===== config.mk =====
export PLATFORM = sky130hd
export DESIGN_NAME = guess_key_entry
export DESIGN_NICKNAME = d
export VERILOG_FILES = /design/src/rtl/guess_key_entry.sv
export SDC_FILE = /design/constraint.sdc
export NUM_CORES = 1
export LEC_CHECK = 0
export CORE_MARGIN = 10
export CORE_UTILIZATION = 25
export DETAILED_ROUTE_END_ITERATION = 16
export GPL_TIMING_DRIVEN = 0
export SYNTH_ARGS = -nofsm -noshare
export SYNTH_HDL_FRONTEND = slang
export SYNTH_SLANG_ARGS = --single-unit
export TNS_END_PERCENT = 100

===== constraint.sdc =====
create_clock -name clk -period 1.9 [get_ports clk]
set_input_delay 0.285 -clock clk [delete_from_list [all_inputs] [get_ports clk]]
set_output_delay 0.285 -clock clk [all_outputs]
set_load 0.1 [all_outputs]

===== src/rtl/guess_key_entry.sv =====
// Digit-entry front end for the number-guessing game: conditions five raw buttons,
// buffers digits 1..4 and hands each completed number to the game core.
module guess_key_entry #(
  parameter int MAX_DIGITS = 5,
  parameter int DEBOUNCE   = 4
) (
  input  logic                    clk,
  input  logic                    reset,
  input  logic                    I1,
  input  logic                    I2,
  input  logic                    I3,
  input  logic                    I4,
  input  logic                    enter,
  input  logic                    num_ready,
  output logic                    num_valid,
  output logic [3*MAX_DIGITS-1:0] num_digits,
  output logic [2:0]              num_len,
  output logic                    num_ovf,
  output logic [2:0]              digit_count,
  output logic [3:0]              last_key,
  output logic                    key_err,
  output logic                    dbg_state
);

  localparam int               CW      = (DEBOUNCE > 1) ? $clog2(DEBOUNCE) : 1;
  localparam logic [CW-1:0]    CNT_MAX = CW'(DEBOUNCE - 1);
  localparam logic [2:0]       MAXD    = 3'(MAX_DIGITS);

  typedef enum logic {COLLECT = 1'b0, PENDING = 1'b1} state_t;

  // Bit order of the conditioned vector: [0]=I1 .. [3]=I4, [4]=enter.
  logic [4:0]    raw;
  logic [4:0]    sync1_q, sync2_q, deb_q, deb_prev_q;
  logic [CW-1:0] deb_cnt_q [5];
  logic [4:0]    ev;

  assign raw = {enter, I4, I3, I2, I1};

  always_ff @(posedge clk) begin
    if (reset) begin
      sync1_q    <= '0;
      sync2_q    <= '0;
      deb_q      <= '0;
      deb_prev_q <= '0;
      for (int i = 0; i < 5; i++) deb_cnt_q[i] <= '0;
    end else begin
      sync1_q    <= raw;
      sync2_q    <= sync1_q;
      deb_prev_q <= deb_q;
      for (int i = 0; i < 5; i++) begin
        if (sync2_q[i] == deb_q[i]) begin
          deb_cnt_q[i] <= '0;
        end else if (deb_cnt_q[i] == CNT_MAX) begin
          deb_q[i]     <= sync2_q[i];
          deb_cnt_q[i] <= '0;
        end else begin
          deb_cnt_q[i] <= deb_cnt_q[i] + 1'b1;
        end
      end
    end
  end

  // Press events are one cycle wide: debounced state rose on the previous edge.
  assign ev = deb_q & ~deb_prev_q;

  state_t                  state_q, state_d;
  logic [3*MAX_DIGITS-1:0] buf_q, buf_d, out_digits_q, out_digits_d;
  logic [2:0]              dcnt_q, dcnt_d, out_len_q, out_len_d;
  logic                    ovf_q, ovf_d, out_ovf_q, out_ovf_d;
  logic [3:0]              last_key_q, last_key_d;
  logic                    key_err_q, key_err_d;
  logic                    multi_ev, any_ev;
  logic [2:0]              dval;

  assign multi_ev = |(ev & (ev - 5'd1));
  assign any_ev   = |ev;
  assign dval     = ev[0] ? 3'd1 : ev[1] ? 3'd2 : ev[2] ? 3'd3 : 3'd4;

  // Handshake: num_valid rises when a number is loaded and stays high, with
  // num_digits/num_len/num_ovf frozen, until the first edge where num_ready is
  // also high; that edge is the transfer and num_valid falls on it.
  always_comb begin
    state_d      = state_q;
    buf_d        = buf_q;
    dcnt_d       = dcnt_q;
    ovf_d        = ovf_q;
    out_digits_d = out_digits_q;
    out_len_d    = out_len_q;
    out_ovf_d    = out_ovf_q;
    last_key_d   = last_key_q;
    key_err_d    = 1'b0;
    case (state_q)
      COLLECT: begin
        if (multi_ev) begin
          key_err_d = 1'b1;
        end else if (ev[4]) begin
          if (dcnt_q != 3'd0) begin
            out_digits_d = buf_q;
            out_len_d    = dcnt_q;
            out_ovf_d    = ovf_q;
            buf_d        = '0;
            dcnt_d       = 3'd0;
            ovf_d        = 1'b0;
            state_d      = PENDING;
          end
        end else if (any_ev) begin
          last_key_d = ev[3:0];
          if (dcnt_q < MAXD) begin
            for (int s = 0; s < MAX_DIGITS; s++) begin
              if (dcnt_q == 3'(s)) buf_d[3*(MAX_DIGITS-1-s) +: 3] = dval;
            end
            dcnt_d = dcnt_q + 3'd1;
          end else begin
            ovf_d     = 1'b1;
            key_err_d = 1'b1;
          end
        end
      end
      PENDING: begin
        if (num_ready) state_d = COLLECT;
        if (any_ev)    key_err_d = 1'b1;
      end
      default: state_d = COLLECT;
    endcase
  end

  always_ff @(posedge clk) begin
    if (reset) begin
      state_q      <= COLLECT;
      buf_q        <= '0;
      dcnt_q       <= '0;
      ovf_q        <= 1'b0;
      out_digits_q <= '0;
      out_len_q    <= '0;
      out_ovf_q    <= 1'b0;
      last_key_q   <= '0;
      key_err_q    <= 1'b0;
    end else begin
      state_q      <= state_d;
      buf_q        <= buf_d;
      dcnt_q       <= dcnt_d;
      ovf_q        <= ovf_d;
      out_digits_q <= out_digits_d;
      out_len_q    <= out_len_d;
      out_ovf_q    <= out_ovf_d;
      last_key_q   <= last_key_d;
      key_err_q    <= key_err_d;
    end
  end

  assign num_valid   = (state_q == PENDING);
  assign num_digits  = out_digits_q;
  assign num_len     = out_len_q;
  assign num_ovf     = out_ovf_q;
  assign digit_count = dcnt_q;
  assign last_key    = last_key_q;
  assign key_err     = key_err_q;
  assign dbg_state   = state_q;

endmodule


==> Yosys cells after proc, flatten, opt, wreduce, memory -nomap -nowiden <==
Memories as Yosys holds them, arrays and structs flattened.
Cells that the tools add are included.
{ "op_classes": {"bitwise_logic": 26, "eq_ne": 16, "mux": 103, "reduce_logical": 25, "magnitude_cmp": 1, "addsub": 7} }
{ "ops": {"columns": ["operator", "count"], "rows": [
  ["$mux 1", 70],
  ["$mux 15", 4],
  ["$mux 3", 12],
  ["$mux 2", 15],
  ["$reduce_and 6->1", 5],
  ["$or 1x1->1", 15],
  ["$reduce_bool 2->1", 7],
  ["$add 2x1->2 const B", 5],
  ["$and 5x5->5", 2],
  ["$eq 2x2->1 const B", 5],
  ["$reduce_and 2->1", 5],
  ["$reduce_and 5->1", 2],
  ["$reduce_or 5->1", 2],
  ["$not 1->1", 8],
  ["$reduce_and 4->1", 2],
  ["$eq 3x2->1 const B", 2],
  ["$eq 1x1->1", 5],
  ["$not 5->5", 1],
  ["$sub 5x1->5 const B", 1],
  ["$pmux 1 s2", 2],
  ["$add 3x1->3 const B", 1],
  ["$eq 3x1->1 const B", 1],
  ["$eq 3x3->1 const B", 1],
  ["$logic_not 3->1", 1],
  ["other kinds (4)", 4]
]} }
{ "totals": {"in_bits": 8, "ramBits": 10, "register_bits": 64, "output_inout_bits": 29, "n_memories": 1} }
{ "memory_table": {"columns": ["name", "words", "width", "read_ports", "rd_clocked_by_memory_dff", "write_ports", "line_no", "rtl"], "rows": [
  ["deb_cnt_q", 5, 2, 5, 0, 5, "34", "logic [CW-1:0] deb_cnt_q [5];"]
]} }

==> Longest topological paths before layout <==
{ "logic_depth": {"ltp_word": 9, "mapped_depth": 9, "depth_no_buf": 9} }

==> Least setup slack after synthesis <==
No wires, ideal clock.
{ "synth_timing": {"kind": "register to register", "start": "register dcnt_q[1], in the netlist digit_count[1]", "end": "register dcnt_q[2], in the netlist digit_count[2]", "setup_slack_ps": -736, "n_path_buf": 0, "synth_period_minus_slack_ps": 2636, "arrival_ps": 2543, "path_stages_with_launch": 10, "cell_sequence": "dfxtp_1 inv_1 ha_1 nand2_1 inv_1 ha_1 nor2_1 nand2_1 or4_4 o32ai_1"} }
{ "synth_via": {"elab_chain_len": 4, "word_cells_on_any_way": 9} }
{ "synth_rtl": {"columns": ["element", "line_no", "rtl"], "rows": [
  ["from (decl)", "68", "logic [2:0] dcnt_q, dcnt_d, out_len_q, out_len_d;"],
  ["from (signal assigned)", "141", "dcnt_q <= dcnt_d;"],
  ["$add 3x1->3", "112", "dcnt_d = dcnt_q + 3'd1;"],
  ["$mux 3", "108", "if (dcnt_q < MAXD) begin"],
  ["$mux 3", "106", "end else if (any_ev) begin"],
  ["$mux 3", "96", "end else if (ev[4]) begin"]
]} }
Several ways; a longest one is shown, not always the timed one. The select of a mux whose other input is x is not followed.
A chain may end at the register's enable or synchronous reset.

==> Final worst setup path <==
{ "layout_timing": {"start": "register deb_q[0]", "end": "register key_err_q, in the netlist key_err"} }
{ "layout_via": {"elab_chain_len": 6, "word_cells_on_any_way": 10} }
{ "layout_rtl": {"columns": ["element", "line_no", "rtl"], "rows": [
  ["from (decl)", "33", "logic [4:0] sync1_q, sync2_q, deb_q, deb_prev_q;"],
  ["from (signal, indexed assignment)", "54", "deb_q[i] <= sync2_q[i];"],
  ["$and 5x5->5 (*)", "64", "assign ev = deb_q & ~deb_prev_q;"],
  ["$sub 5x1->5 / $reduce_or 5->1 (equally long branches)", "75, 76", null],
  ["$and 5x5->5 / $mux 1 (equally long branches)", "75, 106", null],
  ["$reduce_or 5->1 / $mux 1 (equally long branches)", "75, 96", null],
  ["$mux 1", "94", "if (multi_ev) begin"],
  ["$pmux 1 s2 (*)", "92", "case (state_q)"],
  ["to (signal assigned)", "147", "key_err_q <= key_err_d;"],
  ["to (decl)", "71", "logic key_err_q, key_err_d;"]
]} }
Mark *: on every way between the ends. The rest lies on a longest branch, timed or not.

==> metrics.md <==
| Metric | Value |
|---|---|
| Top Ports | `37` |
| Area growth from synthesis to layout | `41.5%` |
| Clock transition time at the flip-flop clock pins of the worst setup and hold paths | `0.06 ns` |
| Average vias per placed instance | `between 4 and 5` |
| Number of clock buffers inserted by TritonCTS | `9` |
| CTS tree | `built` |
| Prevailing post-synth register cell | `dfxtp_1` |
| Initial antenna violation count | `0` |
| Post-detailed-placement half-perimeter wirelength | `between 5000 and 6000 um` |
| Detailed Route Iter0 Violations | `between 90 and 100` |
| Worst-path maximum fanout | `10` |
| Final worst path period need | `between 1.5 and 2 ns` |
| Nature of the critical path startpoint | `flip-flop` |
| Final weighted congestion in routability-driven placement | `0.817` |
| Worst path setup slack after routing | `-0.0330 ns` |
| Antenna diode count | `0` |
| Detailed-route wire length per cell | `13.9 um` |
| Remaining antenna violation count | `0` |
| Tot GR Track Use | `a little under a tenth` |
| Utilization after layout | `roughly 36%` |
| Chip Width | `between 100 and 150 um` |
| Async set-reset flop share out of synthesis | `0%` |
| Final setup violation count | `3` |
| Num rows | `41` |
| Number of port buffers | `36` |
| Pin count of the biggest net entering global routing | `15` |
| Number of remaining DRC errors | `0` |
| Routed via count | `approximately 2600` |
| First-pass GRT wire length | `between 10000 and 15000 um` |
| Ratio of cells with drive above 1 in the final layout | `25.5%` |
| Measured slew at the worst slew-check pin | `roughly 1.0 ns` |
| Area post-placement | `around 4000 sq um` |
| Clock root buffer | `clkbuf_16` |
| Final count of pins violating max slew | `0` |
| Count of flip-flops with a built-in enable after synthesis | `10` |
| Design Area, Final | `roughly 4600 sq um` |
| Clk_skew | `about 0.0072 ns` |
| Class of the most critical hold timing path | `flip-flop to flip-flop` |
| Share of the cycle needed by the critical path after routing | `102%` |
| Number of synthesized register bits | `74` |
| Highest ir drop seen on vdd | `about 480 uV` |
| Run status | `complete, but fails checks` |
| Lkg Pwr | `1.87 nW` |
| Die footprint | `approximately 18000 sq um` |
| Final hold violation count | `0` |
| Relative slew slack | `between 30% and 40%` |
| Setup repair after global routing missed its margin | `yes` |
| Power per unit of standard cell area | `768 nW/um^2` |
| Average size of a mapped cell | `10.0 sq um` |
| TritonRoute pass-1 iters | `4` |
| Setup TNS | `-0.0851 ns` |
| Skew-Pair Late Insertion Delay | `0.34 ns` |
| Fmax | `between 0.5 and 0.6 GHz` |
| Number of warnings issued by yosys | `0` |
| Max Buffers Root-to-Sink | `2` |
| Critical path arrival | `between 2 and 2.5 ns` |
| Vias in the first global route | `2665` |
| Pre-CTS WS | `-0.355 ns` |
| Count of nets after finishing | `426` |
| Worst reg-to-reg path cell count | `5` |
| Initial cell density of the core | `between 20% and 30%` |
| Yosys cell types | `50` |
| Reported max-cap violation count | `0` |
| Data required time at the worst endpoint | `about 2.1 ns` |
| Core region area | `~13000 sq um` |
| Die extent in y | `134 um` |
| CTS H-tree lvls | `3` |
| Post-detailed-routing wire length | `roughly 8100 um` |
| Violated checks | `setup timing` |
| Post-Route Hold Slack | `0.437 ns` |
| Sinks on the clock net | `74` |
| Sequential share of the synthesized area | `~48%` |
| Nature of the critical path endpoint | `flip-flop` |
| Critical Setup Path Class | `flip-flop to flip-flop` |
| Post-Synthesis Cells | `326` |
| Number of cells on the worst hold path | `1` |
| Global-route congestion overflow total | `0` |
| Post-synthesis instance area | `3270 sq um` |
## path summary, 6_finish.rpt
path	startpoint	to	slack, ns
setup / recovery	deb_q[0]	key_err	-0.03
hold / removal	sync1_q[3]	sync2_q[3]	0.44
setup reg to reg	deb_q[0]	key_err	-0.03
hold reg to reg	sync1_q[3]	sync2_q[3]	0.44
## power by group
part           internal, mW  switching [mW]  leakage (nW)
Sequential             1.60          0.0136         0.628
Clock                  1.07           0.671         0.154
Combinational        0.0864           0.107          1.09
## cells by family after synthesis
group | after synthesis | synth area share [%]
buf+inv | 32 | 4.52
mux | 24 | 7.35
xor+xnor | 7 | 1.88
other cells | 1 | 0.115
compound gates | 51 | 11.0
simple gates | 123 | 21.6
fa+ha+maj | 14 | 5.21
flops | 74 | 48.4
## cell usage in the layout, fill, tap and decap left out, drive strengths merged, types with 6 or more instances in the layout
cell type and instances:
a21oi 10, buf 36, clkbuf 21, clkdlybuf4s50 7, conb 10, dfxtp 64, dlygate4sd2 23, edfxtp 10
ha 12, inv 13, mux2i 24, nand2 11, nand2b 21, nand3b 14, nor2 34, nor2b 16
nor4 6, o21ai 20, or3 6, xnor2 7
## per-layer routing
metal	vias to the layer above	GRT usage (%)	routed length (um)
met5	-	0	0
met4	0	4.11	189
met3	18	2.58	369
met2	59	14.7	3840
met1	1235	11.1	3700
li1	1283	-	-
## what timing repair did
action                     4_1_cts  5_1_grt
gates resized for setup         72       32
pin swaps                        5       12
hold buffers                     0        0
setup endpoints to repair       68       48
setup buffers                   17       10
## registers in the layout (all words and copies together), names as in the netlist, 4 cells and up
name / count
last_key: 4
sync1_q: 5
deb_q: 5
deb_prev_q: 5
sync2_q: 5
buf_q: 15
num_digits: 15
deb_cnt_q: 10
## through the flow
stage	instances	power [mW]
finish	583	3.55
global route	583	3.67
CTS	574	3.58
detailed placement	543	1.82
global placement	543	1.82
floorplan	335	1.77
## worst max-delay path: stages, from the launching register on
cell       delay [ns]
dfxtp_4          0.36
and2b_2          0.23
buf_2            0.19
maj3_2           0.41
a2111oi_0        0.47
a211oi_1         0.13
## final cells by class
class	count	area, sq um
Inverter	11	48.8
Timing Repair Buffer	63	526
Tap cell	172	215
Clock buffer	10	239
Multi-Input combinational cell	229	1780
Sequential cell	74	1610
Clock inverter	6	73.8
Buffer	18	134
Fill cell	1304	8100
## cells in the mapped netlist, drive strengths merged (3+ instances only)
cell type	n	share of area [%]
nor2b	16	3.1
o21ai	20	3.1
edfxtp	10	9.2
nand3	3	0.46
buf	8	1.7
inv	11	1.3
or3	6	1.1
dfxtp	64	39
a21oi	10	1.5
nand2b	21	4.0
a211oi	4	1.4
ha	12	4.6
a31oi	3	0.57
clkbuf	13	1.5
mux2i	24	7.4
and2b	4	0.92
nor2	34	3.9
xnor2	7	1.9
nand3b	14	3.2
nor4	6	1.8
nand2	11	1.3
Power figures use the tool's default switching activity.
